<file path="src/rtl/rgb_frame_fetch_if.sv">
// SRAM read bus plus outgoing pixel stream of the RGB frame fetcher.
// The master is the fetcher; the slave is the SRAM model / display side.
interface rgb_frame_fetch_if;
    logic [17:0] SRAM_address;
    logic        SRAM_we_n;
    logic [15:0] SRAM_read_data;
    logic [7:0]  pix_R;
    logic [7:0]  pix_G;
    logic [7:0]  pix_B;
    logic        pix_valid;
    logic        pix_ready;

    modport master (
        output SRAM_address, SRAM_we_n, pix_R, pix_G, pix_B, pix_valid,
        input  SRAM_read_data, pix_ready
    );

    modport slave (
        input  SRAM_address, SRAM_we_n, pix_R, pix_G, pix_B, pix_valid,
        output SRAM_read_data, pix_ready
    );
endinterface

</file>
<file path="src/rtl/rgb_frame_fetch.sv">
// Reads the packed RGB frame from SRAM, unpacks 3 words into 2 pixels, streams them via a FIFO.
// Optional macro RGB_FETCH_CHECKSUM_EN adds a 16-bit sum of all returned SRAM words.
module rgb_frame_fetch #(
    parameter logic [17:0] BASE_ADDR  = 18'd146944,
    parameter int          H_PIXELS   = 320,
    parameter int          V_LINES    = 240,
    parameter int          FIFO_DEPTH = 8
) (
    input  logic              CLOCK_50_I,
    input  logic              resetn,
    input  logic              start,
    output logic              busy,
    output logic              done,
    output logic [15:0]       checksum,
    rgb_frame_fetch_if.master bus
);

    localparam int TOTAL_PAIRS = H_PIXELS * V_LINES / 2;
    localparam int PW = $clog2(TOTAL_PAIRS + 1);
    localparam int AW = $clog2(FIFO_DEPTH);
    localparam int CW = AW + 1;

    localparam logic [2:0] IDLE    = 3'd0;
    localparam logic [2:0] ISSUE_0 = 3'd1;
    localparam logic [2:0] ISSUE_1 = 3'd2;
    localparam logic [2:0] ISSUE_2 = 3'd3;
    localparam logic [2:0] HOLD    = 3'd4;
    localparam logic [2:0] DRAIN   = 3'd5;
    localparam logic [2:0] DONE    = 3'd6;

    logic [2:0]    state_r, next_state_s;
    logic [17:0]   addr_r, ptr_r;
    logic [PW-1:0] pair_cnt_r;
    logic [CW-1:0] inflight_r, fifo_cnt_r;
    logic [CW:0]   load_s;
    logic [AW-1:0] wr_ptr_r, rd_ptr_r;
    logic [23:0]   fifo_mem_r [FIFO_DEPTH];
    logic          tag0_vld_r, tag1_vld_r;
    logic [1:0]    tag0_idx_r, tag1_idx_r;
    logic [7:0]    r0_r, g0_r, r1_r;
    logic          busy_r, done_r;
    logic          credit_ok_s, issue_s, group_s, push_s, pop_s;
    logic [1:0]    issue_idx_s;
    logic [23:0]   push_data_s;

    // Credit: pixels already buffered or on their way must leave room for one more pair.
    assign load_s      = {1'b0, fifo_cnt_r} + {1'b0, inflight_r};
    assign credit_ok_s = (load_s <= (CW+1)'(FIFO_DEPTH - 2));
    assign group_s     = (next_state_s == ISSUE_0);
    assign pop_s       = (fifo_cnt_r != CW'(0)) && bus.pix_ready;

    // Next-state logic of the fetch sequencer.
    always_comb begin
        next_state_s = state_r;
        case (state_r)
            IDLE:    next_state_s = start ? HOLD : IDLE;
            HOLD:    next_state_s = credit_ok_s ? ISSUE_0 : HOLD;
            ISSUE_0: next_state_s = ISSUE_1;
            ISSUE_1: next_state_s = ISSUE_2;
            ISSUE_2: begin
                if (pair_cnt_r == PW'(TOTAL_PAIRS)) begin
                    next_state_s = DRAIN;
                end else if (credit_ok_s) begin
                    next_state_s = ISSUE_0;
                end else begin
                    next_state_s = HOLD;
                end
            end
            DRAIN: begin
                if ((inflight_r == CW'(0)) && (fifo_cnt_r == CW'(0))) begin
                    next_state_s = DONE;
                end else begin
                    next_state_s = DRAIN;
                end
            end
            DONE:    next_state_s = IDLE;
            default: next_state_s = IDLE;
        endcase
    end

    // Which word of the pair (if any) is issued at the coming edge.
    always_comb begin
        issue_s     = 1'b0;
        issue_idx_s = 2'd0;
        case (next_state_s)
            ISSUE_0: begin issue_s = 1'b1; issue_idx_s = 2'd0; end
            ISSUE_1: begin issue_s = 1'b1; issue_idx_s = 2'd1; end
            ISSUE_2: begin issue_s = 1'b1; issue_idx_s = 2'd2; end
            default: begin issue_s = 1'b0; issue_idx_s = 2'd0; end
        endcase
    end

    // Unpack returning words; words 1 and 2 each complete a pixel.
    always_comb begin
        push_s      = 1'b0;
        push_data_s = 24'd0;
        if (tag1_vld_r) begin
            case (tag1_idx_r)
                2'd1: begin
                    push_s      = 1'b1;
                    push_data_s = {r0_r, g0_r, bus.SRAM_read_data[15:8]};
                end
                2'd2: begin
                    push_s      = 1'b1;
                    push_data_s = {r1_r, bus.SRAM_read_data};
                end
                default: begin
                    push_s      = 1'b0;
                    push_data_s = 24'd0;
                end
            endcase
        end else begin
            push_s      = 1'b0;
            push_data_s = 24'd0;
        end
    end

    // Sequencer state, address pointer, pair counter and in-flight credit.
    always_ff @(posedge CLOCK_50_I or negedge resetn) begin
        if (!resetn) begin
            state_r    <= IDLE;
            addr_r     <= BASE_ADDR;
            ptr_r      <= 18'd0;
            pair_cnt_r <= PW'(0);
            inflight_r <= CW'(0);
            busy_r     <= 1'b0;
            done_r     <= 1'b0;
        end else begin
            state_r    <= next_state_s;
            busy_r     <= (next_state_s != IDLE) && (next_state_s != DONE);
            done_r     <= (next_state_s == DONE);
            inflight_r <= inflight_r + (group_s ? CW'(2) : CW'(0)) - (push_s ? CW'(1) : CW'(0));
            if (state_r == IDLE) begin
                ptr_r      <= 18'd0;
                pair_cnt_r <= PW'(0);
            end else begin
                if (issue_s) ptr_r <= ptr_r + 18'd1;
                if (group_s) pair_cnt_r <= pair_cnt_r + PW'(1);
            end
            if (issue_s) begin
                addr_r <= BASE_ADDR + ptr_r;
            end else if (next_state_s == IDLE) begin
                addr_r <= BASE_ADDR;
            end
        end
    end

    // Two-stage tag pipeline matching the SRAM read latency, plus partial-pixel latches.
    always_ff @(posedge CLOCK_50_I or negedge resetn) begin
        if (!resetn) begin
            tag0_vld_r <= 1'b0;
            tag0_idx_r <= 2'd0;
            tag1_vld_r <= 1'b0;
            tag1_idx_r <= 2'd0;
            r0_r       <= 8'd0;
            g0_r       <= 8'd0;
            r1_r       <= 8'd0;
        end else begin
            tag0_vld_r <= issue_s;
            tag0_idx_r <= issue_idx_s;
            tag1_vld_r <= tag0_vld_r;
            tag1_idx_r <= tag0_idx_r;
            if (tag1_vld_r && (tag1_idx_r == 2'd0)) begin
                r0_r <= bus.SRAM_read_data[15:8];
                g0_r <= bus.SRAM_read_data[7:0];
            end
            if (tag1_vld_r && (tag1_idx_r == 2'd1)) begin
                r1_r <= bus.SRAM_read_data[7:0];
            end
        end
    end

    // FIFO pointers and occupancy.
    always_ff @(posedge CLOCK_50_I or negedge resetn) begin
        if (!resetn) begin
            wr_ptr_r   <= AW'(0);
            rd_ptr_r   <= AW'(0);
            fifo_cnt_r <= CW'(0);
        end else begin
            if (push_s) wr_ptr_r <= wr_ptr_r + AW'(1);
            if (pop_s)  rd_ptr_r <= rd_ptr_r + AW'(1);
            case ({push_s, pop_s})
                2'b10:   fifo_cnt_r <= fifo_cnt_r + CW'(1);
                2'b01:   fifo_cnt_r <= fifo_cnt_r - CW'(1);
                default: fifo_cnt_r <= fifo_cnt_r;
            endcase
        end
    end

    // FIFO storage; contents are only meaningful below the occupancy count.
    always_ff @(posedge CLOCK_50_I) begin
        if (push_s) fifo_mem_r[wr_ptr_r] <= push_data_s;
    end

`ifdef RGB_FETCH_CHECKSUM_EN
    logic [15:0] chk_r;

    // Wrap-around sum of every returned word, restarted by each accepted start.
    always_ff @(posedge CLOCK_50_I or negedge resetn) begin
        if (!resetn) begin
            chk_r <= 16'd0;
        end else if ((state_r == IDLE) && start) begin
            chk_r <= 16'd0;
        end else if (tag1_vld_r) begin
            chk_r <= chk_r + bus.SRAM_read_data;
        end
    end

    assign checksum = chk_r;
`else
    assign checksum = 16'd0;
`endif

    assign busy                             = busy_r;
    assign done                             = done_r;
    assign bus.SRAM_address                 = addr_r;
    assign bus.SRAM_we_n                    = 1'b1;
    assign bus.pix_valid                    = (fifo_cnt_r != CW'(0));
    assign {bus.pix_R, bus.pix_G, bus.pix_B} = bus.pix_valid ? fifo_mem_r[rd_ptr_r] : 24'd0;

endmodule

</file>
<file path="src/flat_wrapper.sv">
// flat-port wrapper written by rule: the top's interface ports become plain ports
module rgb_frame_fetch_flat 
#(
    parameter logic [17:0] BASE_ADDR  = 18'd146944,
    parameter int          H_PIXELS   = 320,
    parameter int          V_LINES    = 240,
    parameter int          FIFO_DEPTH = 8
)
  (CLOCK_50_I, resetn, start, busy, done, checksum, bus_SRAM_address, bus_SRAM_we_n, bus_pix_R, bus_pix_G, bus_pix_B, bus_pix_valid, bus_SRAM_read_data, bus_pix_ready);
  rgb_frame_fetch_if bus_i ();
  input  logic CLOCK_50_I;
  input  logic resetn;
  input  logic start;
  output logic busy;
  output logic done;
  output logic [15:0] checksum;
  output wire logic [$bits(bus_i.SRAM_address)-1:0] bus_SRAM_address;
  output wire logic [$bits(bus_i.SRAM_we_n)-1:0] bus_SRAM_we_n;
  output wire logic [$bits(bus_i.pix_R)-1:0] bus_pix_R;
  output wire logic [$bits(bus_i.pix_G)-1:0] bus_pix_G;
  output wire logic [$bits(bus_i.pix_B)-1:0] bus_pix_B;
  output wire logic [$bits(bus_i.pix_valid)-1:0] bus_pix_valid;
  input wire logic [$bits(bus_i.SRAM_read_data)-1:0] bus_SRAM_read_data;
  input wire logic [$bits(bus_i.pix_ready)-1:0] bus_pix_ready;
  assign bus_SRAM_address = bus_i.SRAM_address;
  assign bus_SRAM_we_n = bus_i.SRAM_we_n;
  assign bus_pix_R = bus_i.pix_R;
  assign bus_pix_G = bus_i.pix_G;
  assign bus_pix_B = bus_i.pix_B;
  assign bus_pix_valid = bus_i.pix_valid;
  assign bus_i.SRAM_read_data = bus_SRAM_read_data;
  assign bus_i.pix_ready = bus_pix_ready;
  rgb_frame_fetch #(.BASE_ADDR(BASE_ADDR), .H_PIXELS(H_PIXELS), .V_LINES(V_LINES), .FIFO_DEPTH(FIFO_DEPTH)) u_core (.CLOCK_50_I(CLOCK_50_I), .resetn(resetn), .start(start), .busy(busy), .done(done), .checksum(checksum), .bus(bus_i));
endmodule
</file>
<file path="config.mk">
export PLATFORM = sky130hd
export DESIGN_NAME = rgb_frame_fetch_flat
export DESIGN_NICKNAME = d
export VERILOG_FILES = /design/src/rtl/rgb_frame_fetch_if.sv /design/src/rtl/rgb_frame_fetch.sv /design/src/flat_wrapper.sv
export SDC_FILE = /design/constraint.sdc
export NUM_CORES = 1
export LEC_CHECK = 0
export CAP_MARGIN = 5
export CORE_UTILIZATION = 40
export DETAILED_ROUTE_END_ITERATION = 8
export GPL_TIMING_DRIVEN = 0
export MAX_ROUTING_LAYER = met4
export SLEW_MARGIN = 20
export SYNTH_ARGS = -nofsm -noshare
export SYNTH_HDL_FRONTEND = slang
export SYNTH_SLANG_ARGS = --single-unit
</file>
<file path="constraint.sdc">
create_clock -name CLOCK_50_I -period 4.7 [get_ports CLOCK_50_I]
set_clock_uncertainty 0.15 [all_clocks]
set_input_delay 0.705 -clock CLOCK_50_I [delete_from_list [all_inputs] [get_ports CLOCK_50_I]]
set_output_delay 0.705 -clock CLOCK_50_I [all_outputs]
set_load 0.01 [all_outputs]
</file>
==> reports/results.ini, run 1 <==
[outcome]
status=finished with violations
violations=design-rule violations

[timing]
fmaxAchievable_ghz=0.234
min_period_over_period_pct=90.8
final_hold_viol_count=0
holdWs_ps=198
tns_ps=0
relSlewSlack_pct=34.3
rsz0062_at_grt=false
report.final.slew_viol_count=0
tightest_slew_ps=985
setup-violations-final=0
period_needed_ps=4270

[setup_path]
critPathArrivalTime_ps=3410
cpMaxStageDelayCell=buf_1
critPathTopFamily=buffers and inverters
crit_fanout=10
critPathLaunchType=flop
crit_chain=buf_1 > clkbuf_1 > mux4_2 > mux2i_1 > nor2_1 > clkdlybuf4s50_1
critPathBufInv=3
cpPeakStageDelay_ps=610
path_class=reg -> out
cp.required_ps=3850
end_kind=output port

[yosys]
synth_top_cell_area_share_pct=45.7
ys.flop_type=edfxtp_1
yosysSeqAreaShare_pct=65.8
synthMuxAreaShare_pct=13.5
yosys.area.top_type=edfxtp_1
syn_avg_cell_area_um2=15.1
synthAdderAreaFrac_pct=2.56
synthTopCellsByArea=edfxtp_1, dfrtp_1, mux4_2, mux2i_1, mux2_2
synth_xor_area_share_pct=1.39
synth.ff_latch_count=293
synthArstFlopShare_pct=34.5
ys.warnings.count=0
synth_edf_count=192
synth_compound_area_share_pct=5.65
synth_top_family_by_area=multiplexers
syn_area_um2=12600
yosys.area_share.simple_pct=7.90
syn_inst=835
synthDistinctLibCells=55

[route]
via_count=7398
drc=8
viasPerCell=5.29
first_pass_iters=7
wl_um=28100
first_iter_violations=649
wl_per_cell_um=20.1
ant_nets=0

[placed_design]
finalWeightedCongestion=0.785
io_buffers=64
place_hpwl_um=19200
place_area_um2=14100

[power_and_ir_drop]
total_power_mw=8.39
seq_power_share_pct=37.8
ir_drop_mv=0.306
clock_power_share_pct=31.7
switching_share_pct=32.2
p_int_mw=5.69
pwr-share-comb_pct=30.5
leakage_nw=5.50
p_sw_mw=2.70
pwr_density_cell_nw_per_um2=549

[finish]
area_growth_pct=21.1
nNetsFinal=1022
final_area_um2=15300
n_antenna_cell=0
drive_gt1_share_pct=20.1

[cts]
clockRootBuffer=clkbuf_16
cts-htree-levels=1
cts_max_path_buffers=3
postCtsSetupBuffers=0
path_clk_slew_ps=60
clk_latency_ps=570
cts_tree=yes
cts_made_buffers=31
cts_sinks=293

[floorplanning]
start_util_pct=40.9
io_pins=82
row_count=64
die_x_um=180
core_um2=30800
die_height_um=180
die_area_um2=32200

[grt]
globalRouteTotalUtil_pct=18.3
top_usage_layer=met2
grt-ovfl-total=0
grt_util_met2_pct=30.3
antenna_found_initial=0
grt_pass1_vias=7559
grt_max_degree=72
use_met3_pct=2.39
grtUsageMet1_pct=24.3
grt_pass1_wl_um=44300

[hold_path]
worst_hold_path_type=reg -> reg

[run]
drv_cap=0

## metal layers
metal	share of wire [%]	vias to the layer above
li1	-	3428
met1	45	3774
met2	49	157
met3	4.1	39
met4	1.6	0
met5	0	-
## power groups by stage
stage / Clock [mW] / Combinational (mW) / Sequential (mW)
6_report: 2.66 / 2.56 / 3.17
3_5_place_dp: 0 / 2.59 / 3.22
3_3_place_gp: 0 / 2.54 / 3.21
5_1_grt: 2.80 / 2.82 / 3.21
4_1_cts: 2.71 / 2.60 / 3.17
2_1_floorplan: 0 / 1.72 / 3.17
## through the flow
stage,setup slack [ps],utilization [%],std cells
finish,431,49.5,1399
global route,207,49.5,1399
CTS,1.38,49.5,1399
detailed placement,497,45.8,1340
global placement,-2530,44.8,1310
floorplan,563,-,850
## flip-flops by register name, summed over array words and instances, names as in the netlist, 4 cells and up
signal,count
u_core.pair_cnt_r,16
u_core.fifo_cnt_r,4
u_core.ptr_r,18
u_core.bus.SRAM_address,18
u_core.g0_r,8
u_core.r1_r,8
u_core.r0_r,8
u_core.inflight_r,4
u_core.fifo_mem_r,192
## worst paths after layout
kind | startpoint | end | slack (ps) | cells after the start
setup / recovery | u_core.rd_ptr_r[1] | bus_pix_R[0] | 430 | 6
hold / removal | u_core.tag0_idx_r[1] | u_core.tag1_idx_r[1] | 200 | 0
setup reg to reg | u_core.fifo_cnt_r[0] | u_core.inflight_r[3] | 500 | 15
hold reg to reg | u_core.tag0_idx_r[1] | u_core.tag1_idx_r[1] | 200 | 0
max in group asynchronous | resetn | u_core.inflight_r[1] | 3320 | 3
min in group asynchronous | resetn | u_core.bus.SRAM_address[2] | 450 | 2
## kinds of logic after synthesis
| kind of cell | Yosys count |
|---|---|
| mux | 107 |
| flops | 293 |
| simple gates | 202 |
| compound gates | 102 |
| other cells | 2 |
| xor+xnor | 20 |
| buf+inv | 85 |
| fa+ha+maj | 24 |
## worst reg2reg max path: cells and delay by family, from the launching register on
kind / cells / cell delay [ps]
AO/OA/AOI/OAI: 3 / 1110
XOR/XNOR: 2 / 300
adder cells (fa/ha/maj): 5 / 1530
buffers and inverters: 5 / 500
flip-flops: 1 / 500
## final cells by class
type                            count  area [um^2]
Buffer                             58          295
Clock buffer                       33          793
Clock inverter                     25          337
Fill cell                        2623        15600
Inverter                           27          101
Multi-Input combinational cell    472         4030
Sequential cell                   293         8300
Tap cell                          396          495
Timing Repair Buffer               95          922
## synth_stat cells, types with 5 or more instances
library cell    n
buf_4          17
xnor2_1        14
ha_1           21
xor2_1          6
a22o_1          8
dfrtp_1        95
and3_1          7
nor2_1         70
edfxtp_1      192
buf_1           9
mux2i_1        33
clkbuf_1       28
inv_1          26
nand3_1        18
nand2_1        41
mux4_2         48
mux2_2         26
o21ai_0        17
a21oi_1        26
or3_1           8
nor3_1          9
o31ai_1         5
nand2b_1        8
and2_1          8
a22oi_1        24
dfstp_2         6
nand4_1        10
## repair_timing
action | 4_1_cts | 5_1_grt
hold endpoints to repair | 24 | 0
setup endpoints to repair | 0 | 0
gates resized for setup | 0 | 0
hold buffers | 1 | 0
## cells in the final DEF, fill, tap and decap left out, types with 14 or more instances in the layout
master and instances:
a22oi_1 24, mux2i_1 33, clkdlybuf4s50_1 63, clkbuf_16 31, mux2_2 26, dfrtp_1 95
o21ai_0 17, nand2_1 41, a21oi_1 26, ha_1 21, clkbuf_1 29, mux4_2 48
buf_4 32, edfxtp_1 192, nand3_1 18, conb_1 17, xnor2_1 14, nor2_1 69
inv_1 26
No activity file was read; power rests on OpenSTA's default activity.
==> inputs of run 2 (changes only) <==
MAX_ROUTING_LAYER = not set   (was met4)
==> reports/results.ini, run 2 (same netlist as run 1, synthesis figures left out) <==
[finish]
top_register=u_core.fifo_mem_r
n_antenna_cell=0
largest_register_ffs=192
area_growth_pct=21.1
drive_gt1_share_pct=20.1
nFillCells=2623
seqCellArea_um2=8300
layout_commonest_cell=edfxtp_1
nNetsFinal=1022
multi_input_area_um2=4030
final_cell_mix=edfxtp_1, dfrtp_1, nor2_1
finish.utilization_pct=49.5

[setup_path]
crit_chain=buf_1 > clkbuf_1 > mux4_2 > mux2i_1 > nor2_1 > clkdlybuf4s50_1
critPathArrivalTime_ps=3390
cp.required_ps=3850
cpMaxStageDelayCell=buf_1
critPathLaunchType=flop
critPathBufInv=3
end_kind=output port
path_class=reg -> out
crit_fanout=10
cpPeakStageDelay_ps=600
critPathTopFamily=buffers and inverters

[placed_design]
dp_slack_ps=497
io_buffers=64
place_hpwl_um=19200
finalWeightedCongestion=0.775

[route]
first_pass_iters=7
wl_per_cell_um=20.1
first_iter_violations=650
drc=8
ant_nets=0
viasPerCell=5.26
via_count=7360
wl_um=28100

[floorplanning]
io_pins=82
die_height_um=180
row_count=64
die_area_um2=32200
start_util_pct=40.9
core_um2=30800
die_x_um=180

[cts]
cts_tree=yes
clockRootBuffer=clkbuf_16
cts_resized=0
cts_made_buffers=31
cts_max_path_buffers=3
postCtsSetupBuffers=0
cts_sinks=293
ctsHoldBuffers=1
cts-htree-levels=1
path_clk_slew_ps=60
clk_latency_ps=570

[timing]
fmaxAchievable_ghz=0.236
relSlewSlack_pct=34.7
timing.final.ws_setup_ps=454
rsz0062_at_grt=false
min_period_over_period_pct=90.3
report.final.slew_viol_count=0
final_hold_viol_count=0
tightest_slew_ps=980
period_needed_ps=4250
setup-violations-final=0

[power_and_ir_drop]
pwr_density_cell_nw_per_um2=549
ir_drop_mv=0.306
leakage_nw=5.50
total_power_mw=8.39

[grt]
grt_pass1_vias=7587
grt_pass1_wl_um=44200
antenna_found_initial=0
grt_max_degree=72
globalRouteTotalUtil_pct=17.7
grt-ovfl-total=0

[outcome]
status=finished with violations
violations=design-rule violations

[hold_path]
worst_hold_path_type=reg -> reg

[run]
drv_cap=0

==> run 2: cell counts in the layout (fill, tap and decap cells not counted) <==
No cell type changed its count.
==> run 2: power breakdown <==
| part | switching, mW | leakage [nW] | internal (mW) |
|---|---|---|---|
| sequential | 0.177 | 2.95 | 3.00 |
| clock | 1.04 | 0.550 | 1.62 |
| combinational | 1.49 | 2.00 | 1.07 |
==> run 2: final timing paths <==
kind,start,endpoint,slack [ps],cells past startpoint
max in group asynchronous,resetn,u_core.r1_r[4],3300,3
hold / removal,u_core.tag0_idx_r[1],u_core.tag1_idx_r[1],200,0
setup / recovery,u_core.rd_ptr_r[1],bus_pix_R[0],450,6
hold reg to reg,u_core.tag0_idx_r[1],u_core.tag1_idx_r[1],200,0
min in group asynchronous,resetn,u_core.bus.SRAM_address[2],450,2
setup reg to reg,u_core.fifo_cnt_r[0],u_core.inflight_r[3],490,15
==> run 2: metrics by stage <==
stage | TNS (ps) | hold slack [ps] | cell area [um^2] | cells
detailed placement | 0 | 185 | 14100 | 1340
floorplan | 0 | 181 | 12700 | 850
finish | 0 | 198 | 15300 | 1399
global route | 0 | 215 | 15300 | 1399
global placement | -352590 | 182 | 13800 | 1310
CTS | 0 | 199 | 15300 | 1399
==> run 2: layout make-up <==
class	count	share of cell area, %
clock inverters	25	2.20
well taps	396	3.24
inverters	27	0.664
plain buffers	58	1.93
flip-flops and latches	293	54.3
multi-input cells	472	26.4
clock buffers	33	5.19
repair buffers	95	6.04
==> run 2: per-layer routing <==
| metal | part of all wire (%) | routed length (um) | up-vias | track usage, % |
|---|---|---|---|---|
| met1 | 45 | 12700 | 3744 | 24.1 |
| met5 | 0 | 0 | - | 0 |
| met3 | 3.8 | 1070 | 34 | 2.47 |
| met2 | 49 | 13900 | 155 | 30.3 |
| met4 | 1.5 | 418 | 0 | 3.66 |
| li1 | - | - | 3427 | - |
==> inputs of run 3 (changes only) <==
CORE_UTILIZATION = 45   (was 40)
SLEW_MARGIN = not set   (was 20)
==> reports/results.ini, run 3 (same netlist as run 1, synthesis figures left out) <==
[setup_path]
critPathLaunchType=flop
cp.required_ps=3850
path_class=reg -> out
end_kind=output port
critPathArrivalTime_ps=3410
crit_fanout=10

[finish]
seqCellArea_um2=8300
multi_input_area_um2=4020
drive_gt1_share_pct=19.1
area_growth_pct=20.4
final_area_um2=15200
n_antenna_cell=0
top_register=u_core.fifo_mem_r
largest_register_ffs=192
layout_commonest_cell=edfxtp_1
nNetsFinal=1016
nFillCells=2213
final_cell_mix=edfxtp_1, dfrtp_1, nor2_1

[power_and_ir_drop]
clock_power_share_pct=31.4
pwr_density_cell_nw_per_um2=547
seq_power_share_pct=38.1
leakage_nw=5.44
pwr-share-comb_pct=30.6
switching_share_pct=32.0
p_sw_mw=2.66
ir_drop_mv=0.361
p_int_mw=5.65
total_power_mw=8.31

[route]
wl_per_cell_um=20.1
first_iter_violations=570
via_count=7353
drc=0
first_pass_iters=5
viasPerCell=5.37
wl_um=27600
ant_nets=0

[floorplanning]
io_pins=82
die_height_um=169
core_um2=27300
die_area_um2=28700
start_util_pct=46.3
row_count=60
die_x_um=169

[timing]
min_period_over_period_pct=90.7
relSlewSlack_pct=17.6
tns_ps=0
tightest_slew_ps=1230
final_hold_viol_count=0
period_needed_ps=4260
report.final.slew_viol_count=0
rsz0062_at_grt=false
fmaxAchievable_ghz=0.235
setup-violations-final=0

[cts]
cts_tree=yes
path_clk_slew_ps=60
cts_made_buffers=31
cts_max_path_buffers=3
clockRootBuffer=clkbuf_16
postCtsSetupBuffers=0
cts_resized=0
clk_latency_ps=570
ctsHoldBuffers=0
cts-htree-levels=1
cts_sinks=293

[placed_design]
io_buffers=64
place_area_um2=14100
finalWeightedCongestion=0.766
place_hpwl_um=18900

[grt]
grt-ovfl-total=0
globalRouteTotalUtil_pct=19.9
grt_pass1_wl_um=43100
grt_pass1_vias=7384
grt_max_degree=57
antenna_found_initial=0

[outcome]
status=completed

[run]
drv_cap=0

[hold_path]
worst_hold_path_type=in -> async

-- run 3: cell count changes in the layout (fill, tap and decap cells not counted), sizes merged --
cell / delta
clkbuf: +5
clkinv: -5
buf: -3
dlygate4sd3: -1
inv: -1
bufinv: -1
-- run 3: final cells by class --
cell class,instances,share of cell area [%]
Sequential cell,293,54.7
Multi-Input combinational cell,472,26.5
Timing Repair Buffer,90,5.97
Clock buffer,40,5.53
Tap cell,372,3.07
Buffer,57,1.90
Clock inverter,18,1.72
Inverter,27,0.667
-- run 3: worst paths after layout --
kind | from | endpoint | slack (ps) | depth (start not counted)
min | resetn | u_core.bus.SRAM_address[3] | 2 | 1
min reg2reg | u_core.tag0_vld_r | u_core.tag1_vld_r | 200 | 0
max in group asynchronous | resetn | u_core.bus.SRAM_address[10] | 3670 | 2
min in group CLOCK_50_I | u_core.tag0_vld_r | u_core.tag1_vld_r | 200 | 0
max | u_core.rd_ptr_r[1] | bus_pix_R[4] | 440 | 6
max reg2reg | u_core.fifo_cnt_r[0] | u_core.inflight_r[3] | 560 | 15
-- run 3: stage by stage --
stage | instances | setup WS [ps] | hold WS (ps) | utilization, %
floorplan | 850 | 563 | 181 | -
global placement | 1286 | -2440 | 183 | 50.6
detailed placement | 1312 | 568 | 185 | 51.7
CTS | 1370 | 81.2 | 10.9 | 55.7
global route | 1369 | 257 | 58.6 | 55.7
finish | 1369 | 437 | 2.03 | 55.7
-- run 3: power groups by stage --
stage	registers, mW	logic [mW]	clock network, mW
floorplan	3.17	1.72	0
global placement	3.22	2.54	0
detailed placement	3.22	2.58	0
CTS	3.17	2.59	2.64
global route	3.20	2.79	2.74
finish	3.16	2.54	2.61
-- run 3: worst max-delay path, cell delays in order (launching register included) --
cell,delay (ps)
dfrtp_1,450
buf_1,610
clkbuf_1,620
mux4_2,410
mux2i_1,170
nor2_1,60
clkdlybuf4s50_1,500
-- run 3: metal layers --
layer  vias up  global-route usage [%]  part of all wire (%)
met3        45                    2.29                   3.6
met5         -                       0                     0
met1      3753                    27.5                    45
li1       3417                       -                     -
met4         0                    5.01                   2.2
met2       138                    33.6                    50
